### src/rtl/dcache_line_adapter.sv
// Miss handler between the 2-way L1 data cache and the unified memory port.
// Writes back a dirty LRU victim word by word, then refills the missed line into the cache.
module dcache_line_adapter #(
    parameter int WORD_SIZE      = 32,
    parameter int ADDR_SIZE      = 32,
    parameter int WORDS_PER_LINE = 8
) (
    input  logic                 clk,
    input  logic                 reset,
    input  logic                 cpu_req,
    input  logic [ADDR_SIZE-1:0] cpu_addr,
    input  logic                 cache_hit,
    input  logic                 cache_dirty,
    input  logic [ADDR_SIZE-1:0] cache_aout,
    input  logic [WORD_SIZE-1:0] cache_rdata,
    output logic [ADDR_SIZE-1:0] cache_addr,
    output logic                 addr_sel,
    output logic                 cache_we,
    output logic [WORD_SIZE-1:0] cache_wdata,
    output logic                 stall,
    output logic                 mem_req,
    output logic                 mem_we,
    output logic [ADDR_SIZE-1:0] mem_addr,
    output logic [WORD_SIZE-1:0] mem_wdata,
    input  logic [WORD_SIZE-1:0] mem_rdata,
    input  logic                 mem_ack
);

    localparam int OFS = $clog2(WORDS_PER_LINE);
    localparam int LW  = ADDR_SIZE - OFS - 2;

    typedef enum logic [1:0] {IDLE, WB, FILL, DONE} state_t;

    state_t          r_state;
    state_t          w_nextState;
    logic [OFS-1:0]  r_cnt;
    logic [OFS-1:0]  w_nextCnt;
    logic [LW-1:0]   r_missLine;
    logic [LW-1:0]   r_victimLine;
    logic            w_miss;
    logic            w_lastWord;
    logic            w_unused;

    assign w_miss     = cpu_req & ~cache_hit;
    assign w_lastWord = (r_cnt == OFS'(WORDS_PER_LINE - 1));
    assign w_unused   = ^{cpu_addr[OFS+1:0], cache_aout[OFS+1:0]};

    // Line addresses are captured once at miss detection; the stall keeps the CPU side frozen.
    always_ff @(posedge clk) begin
        if (reset) begin
            r_state      <= IDLE;
            r_cnt        <= '0;
            r_missLine   <= '0;
            r_victimLine <= '0;
        end else begin
            r_state <= w_nextState;
            r_cnt   <= w_nextCnt;
            if (r_state == IDLE && w_miss) begin
                r_missLine   <= cpu_addr[ADDR_SIZE-1:OFS+2];
                r_victimLine <= cache_aout[ADDR_SIZE-1:OFS+2];
            end
        end
    end

    always_comb begin
        w_nextState = r_state;
        w_nextCnt   = r_cnt;
        stall       = 1'b0;
        addr_sel    = 1'b0;
        cache_addr  = '0;
        cache_we    = 1'b0;
        cache_wdata = '0;
        mem_req     = 1'b0;
        mem_we      = 1'b0;
        mem_addr    = '0;
        mem_wdata   = '0;
        case (r_state)
            IDLE: begin
                stall = w_miss;
                if (w_miss) begin
                    w_nextCnt   = '0;
                    w_nextState = cache_dirty ? WB : FILL;
                end
            end
            WB: begin
                stall      = 1'b1;
                addr_sel   = 1'b1;
                cache_addr = {r_missLine, r_cnt, 2'b00};
                mem_req    = 1'b1;
                mem_we     = 1'b1;
                mem_addr   = {r_victimLine, r_cnt, 2'b00};
                mem_wdata  = cache_rdata;
                if (mem_ack) begin
                    w_nextCnt = r_cnt + OFS'(1);
                    if (w_lastWord) w_nextState = FILL;
                end
            end
            FILL: begin
                stall      = 1'b1;
                addr_sel   = 1'b1;
                cache_addr = {r_missLine, r_cnt, 2'b00};
                mem_req    = 1'b1;
                mem_addr   = {r_missLine, r_cnt, 2'b00};
                // The cache latches the fill word on the following negedge.
                cache_we   = mem_ack;
                if (mem_ack) begin
                    cache_wdata = mem_rdata;
                    w_nextCnt   = r_cnt + OFS'(1);
                    if (w_lastWord) w_nextState = DONE;
                end
            end
            DONE: begin
                stall       = 1'b1;
                w_nextState = IDLE;
            end
            default: w_nextState = IDLE;
        endcase
        if (reset) begin
            stall       = 1'b0;
            addr_sel    = 1'b0;
            cache_addr  = '0;
            cache_we    = 1'b0;
            cache_wdata = '0;
            mem_req     = 1'b0;
            mem_we      = 1'b0;
            mem_addr    = '0;
            mem_wdata   = '0;
        end
    end

endmodule

### config.mk
export PLATFORM = sky130hd
export DESIGN_NAME = dcache_line_adapter
export DESIGN_NICKNAME = d
export VERILOG_FILES = /design/src/rtl/dcache_line_adapter.sv
export SDC_FILE = /design/constraint.sdc
export NUM_CORES = 1
export LEC_CHECK = 0
export CAP_MARGIN = 20
export CORE_AREA = 2 2 103 105
export CTS_CLUSTER_DIAMETER = 80
export DETAILED_ROUTE_END_ITERATION = 12
export DIE_AREA = 0 0 105 107
export PLACE_DENSITY = 0.81
export REMOVE_ABC_BUFFERS = 1
export SYNTH_ARGS = -nofsm -noshare
export SYNTH_HDL_FRONTEND = slang
export SYNTH_SLANG_ARGS = --single-unit
### constraint.sdc
create_clock -name clk -period 5.5 [get_ports clk]
set_input_delay 1.65 -clock clk [delete_from_list [all_inputs] [get_ports clk]]
set_output_delay 1.65 -clock clk [all_outputs]
set_load 0.02 [all_outputs]
==> flow_summary.toml <==
[outcome]
status = "completed"

[placement]
finalWeightedCongestion = 0.8641
io_buffers = 252
place_inst = 790
hpwl_um = 10130

[sta]
hold_viol = 0
period_needed_ns = 5.128
fin_setup_tns_ns = 0
fmaxAchievable_mhz = 195.0
worst_slew_pin_slew_ns = 1.049
hold_slack_ns = 0.4538
finClkSkew_ns = 0.009063
setup_viol = 0
fin_crit_sh = 0.9324
rsz0062_at_grt = "false"
slew_headroom = 0.3006
slew_viol_final = 0

[cts]
clk_path_buf_depth = 2
root_buffer = "clkbuf_8"
cts.sinks = 59
numCtsBuffers = 9
clkLatencyLatePin_ns = 0.33
cts_resized = 0
tritoncts = "yes"
postCtsSetupRepairBufs = 0
postCtsHoldBufs = 0
cts_max_level = 3
path_clk_slew_ns = 0.06

[hold_path]
whs_path_depth = 2
hp-class = "register to register"

[yosys]
synthFlopType = "dfxtp_1"
ys_seq_area_frac = 0.3549
synth_cell_types = 33
syn_area_per_cell_um2 = 7.776
synth-edff-count = 0
synth-async-reset-ratio = 0
synth_cells = 428
synth_area_um2 = 3328
yosysWarnings = 0
synth_seq_cells = 59

[layout]
n_antenna_cell = 0
fin_nets = 806
mostFrequentLayoutCell = "clkdlybuf4s50_1"
nFillCells = 907
final_cell_mix = "clkdlybuf4s50_1, nand2_1, and2_1"
postLayoutCoreUtil = 0.6012
stdcell_count = 806
final-seq-area_um2 = 1181
area_growth_pct = 82.29
multi_input_comb_area_um2 = 1889
drive_above_1_share = 0.05522

[job]
drv_cap = 0

[grt]
grt_pass1_vias = 3703
grt-ovfl-total = 0
grt_max_degree = 55
grt_antenna_before_repair = 0
grt_pass1_wl_um = 19760
grt_use_total = 0.2224

[floorplanning]
start_util = 0.3298
die_area_um2 = 11240
core_area_um2 = 10090
die_w_um = 105
num_rows = 37
die_y_um = 107
pin_count = 267

[setup_path]
ff2ff_path_depth = 6
critPathCaptureType = "output pin"
worst-setup-path-type = "primary input to output pin"
path_max_fanout = 21
cp.arrival_ns = 3.48
start_kind = "primary input"
cp.required_ns = 3.85

[route]
via_per_inst = 4.736
wl_um = 13150
drt-pass1-iter-count = 4
dr.first_iter.drc_count = 190
drc = 0
wire_per_inst_um = 16.31
num_vias = 3817
antenna_left = 0

[power]
p_per_area_nw_per_um2 = 270.5
leakagePower_uw = 0.002282
ir_worst_vdd_v = 0.0001972
==> through the flow <==
step           cell area (um^2)  total power, uW  setup WS, ns
2_1_floorplan              3082            887.3        0.8388
3_3_place_gp               5827             1211        0.3723
3_5_place_dp               5854             1241        0.3546
4_1_cts                    6067             1659        0.3540
5_1_grt                    6067             1727        0.2717
6_report                   6067             1641        0.3716
==> registers in the layout, summed over array words and instances (netlist names) <==
name / count
r_missLine: 27
r_victimLine: 27
r_cnt: 3
r_state: 2
==> cells by family after synthesis <==
kind of cell	count (synthesis)	synth area share
fa+ha+maj	7	0.02631
buf+inv	41	0.08083
mux	4	0.01203
compound gates	88	0.1744
simple gates	228	0.3504
flops	59	0.3549
other cells	1	0.001127
==> cells in the mapped netlist (all sizes together) (2+ instances only) <==
master | count | area (um^2)
and2 | 100 | 625.6
nor2b | 4 | 27.53
nand2b | 2 | 20.02
a21oi | 56 | 284.0
dfxtp | 59 | 1181
buf | 24 | 200.2
clkbuf | 13 | 48.80
a22o | 27 | 236.5
nor2 | 6 | 30.03
and2b | 2 | 17.52
and3b | 2 | 17.52
inv | 3 | 11.26
nand2 | 109 | 409.1
ha | 7 | 87.58
mux2i | 4 | 40.04
==> area by class of cell <==
cell class | count | area share
repair buffers | 261 | 0.4290
flip-flops and latches | 59 | 0.1947
clock buffers | 12 | 0.02722
clock inverters | 4 | 0.007837
multi-input cells | 331 | 0.3114
inverters | 3 | 0.001856
well taps | 136 | 0.02805
==> worst paths after layout <==
check	endpoint	startpoint	slack [ns]
setup / recovery	mem_addr[3]	reset	0.37
hold / removal	r_victimLine[16]	r_victimLine[16]	0.45
setup reg to reg	r_missLine[0]	r_state[0]	3.38
hold reg to reg	r_victimLine[16]	r_victimLine[16]	0.45
==> layer usage <==
layer	part of all wire	routed length, um	vias to the layer above	GRT usage
met5	0	0	-	0
met4	0.017	221	0	0.07238
met3	0.079	1038	14	0.06930
met2	0.50	6587	165	0.4026
met1	0.40	5298	1784	0.2476
li1	-	-	1854	-
==> report_power, final <==
group / switching (uW) / leakage, uW / internal [uW]
combinational: 388 / 0.00169 / 333
clock: 166 / 0.000108 / 245
sequential: 32.9 / 0.000481 / 476
total: 587 / 0.00228 / 1050
==> critical path, cell delays in order <==
cell and delay, ns:
buf_2 0.21, and2b_4 0.40, buf_4 0.27, o21a_1 0.20, and2_1 0.13, clkdlybuf4s50_1 0.60
Power figures use the tool's default switching activity.
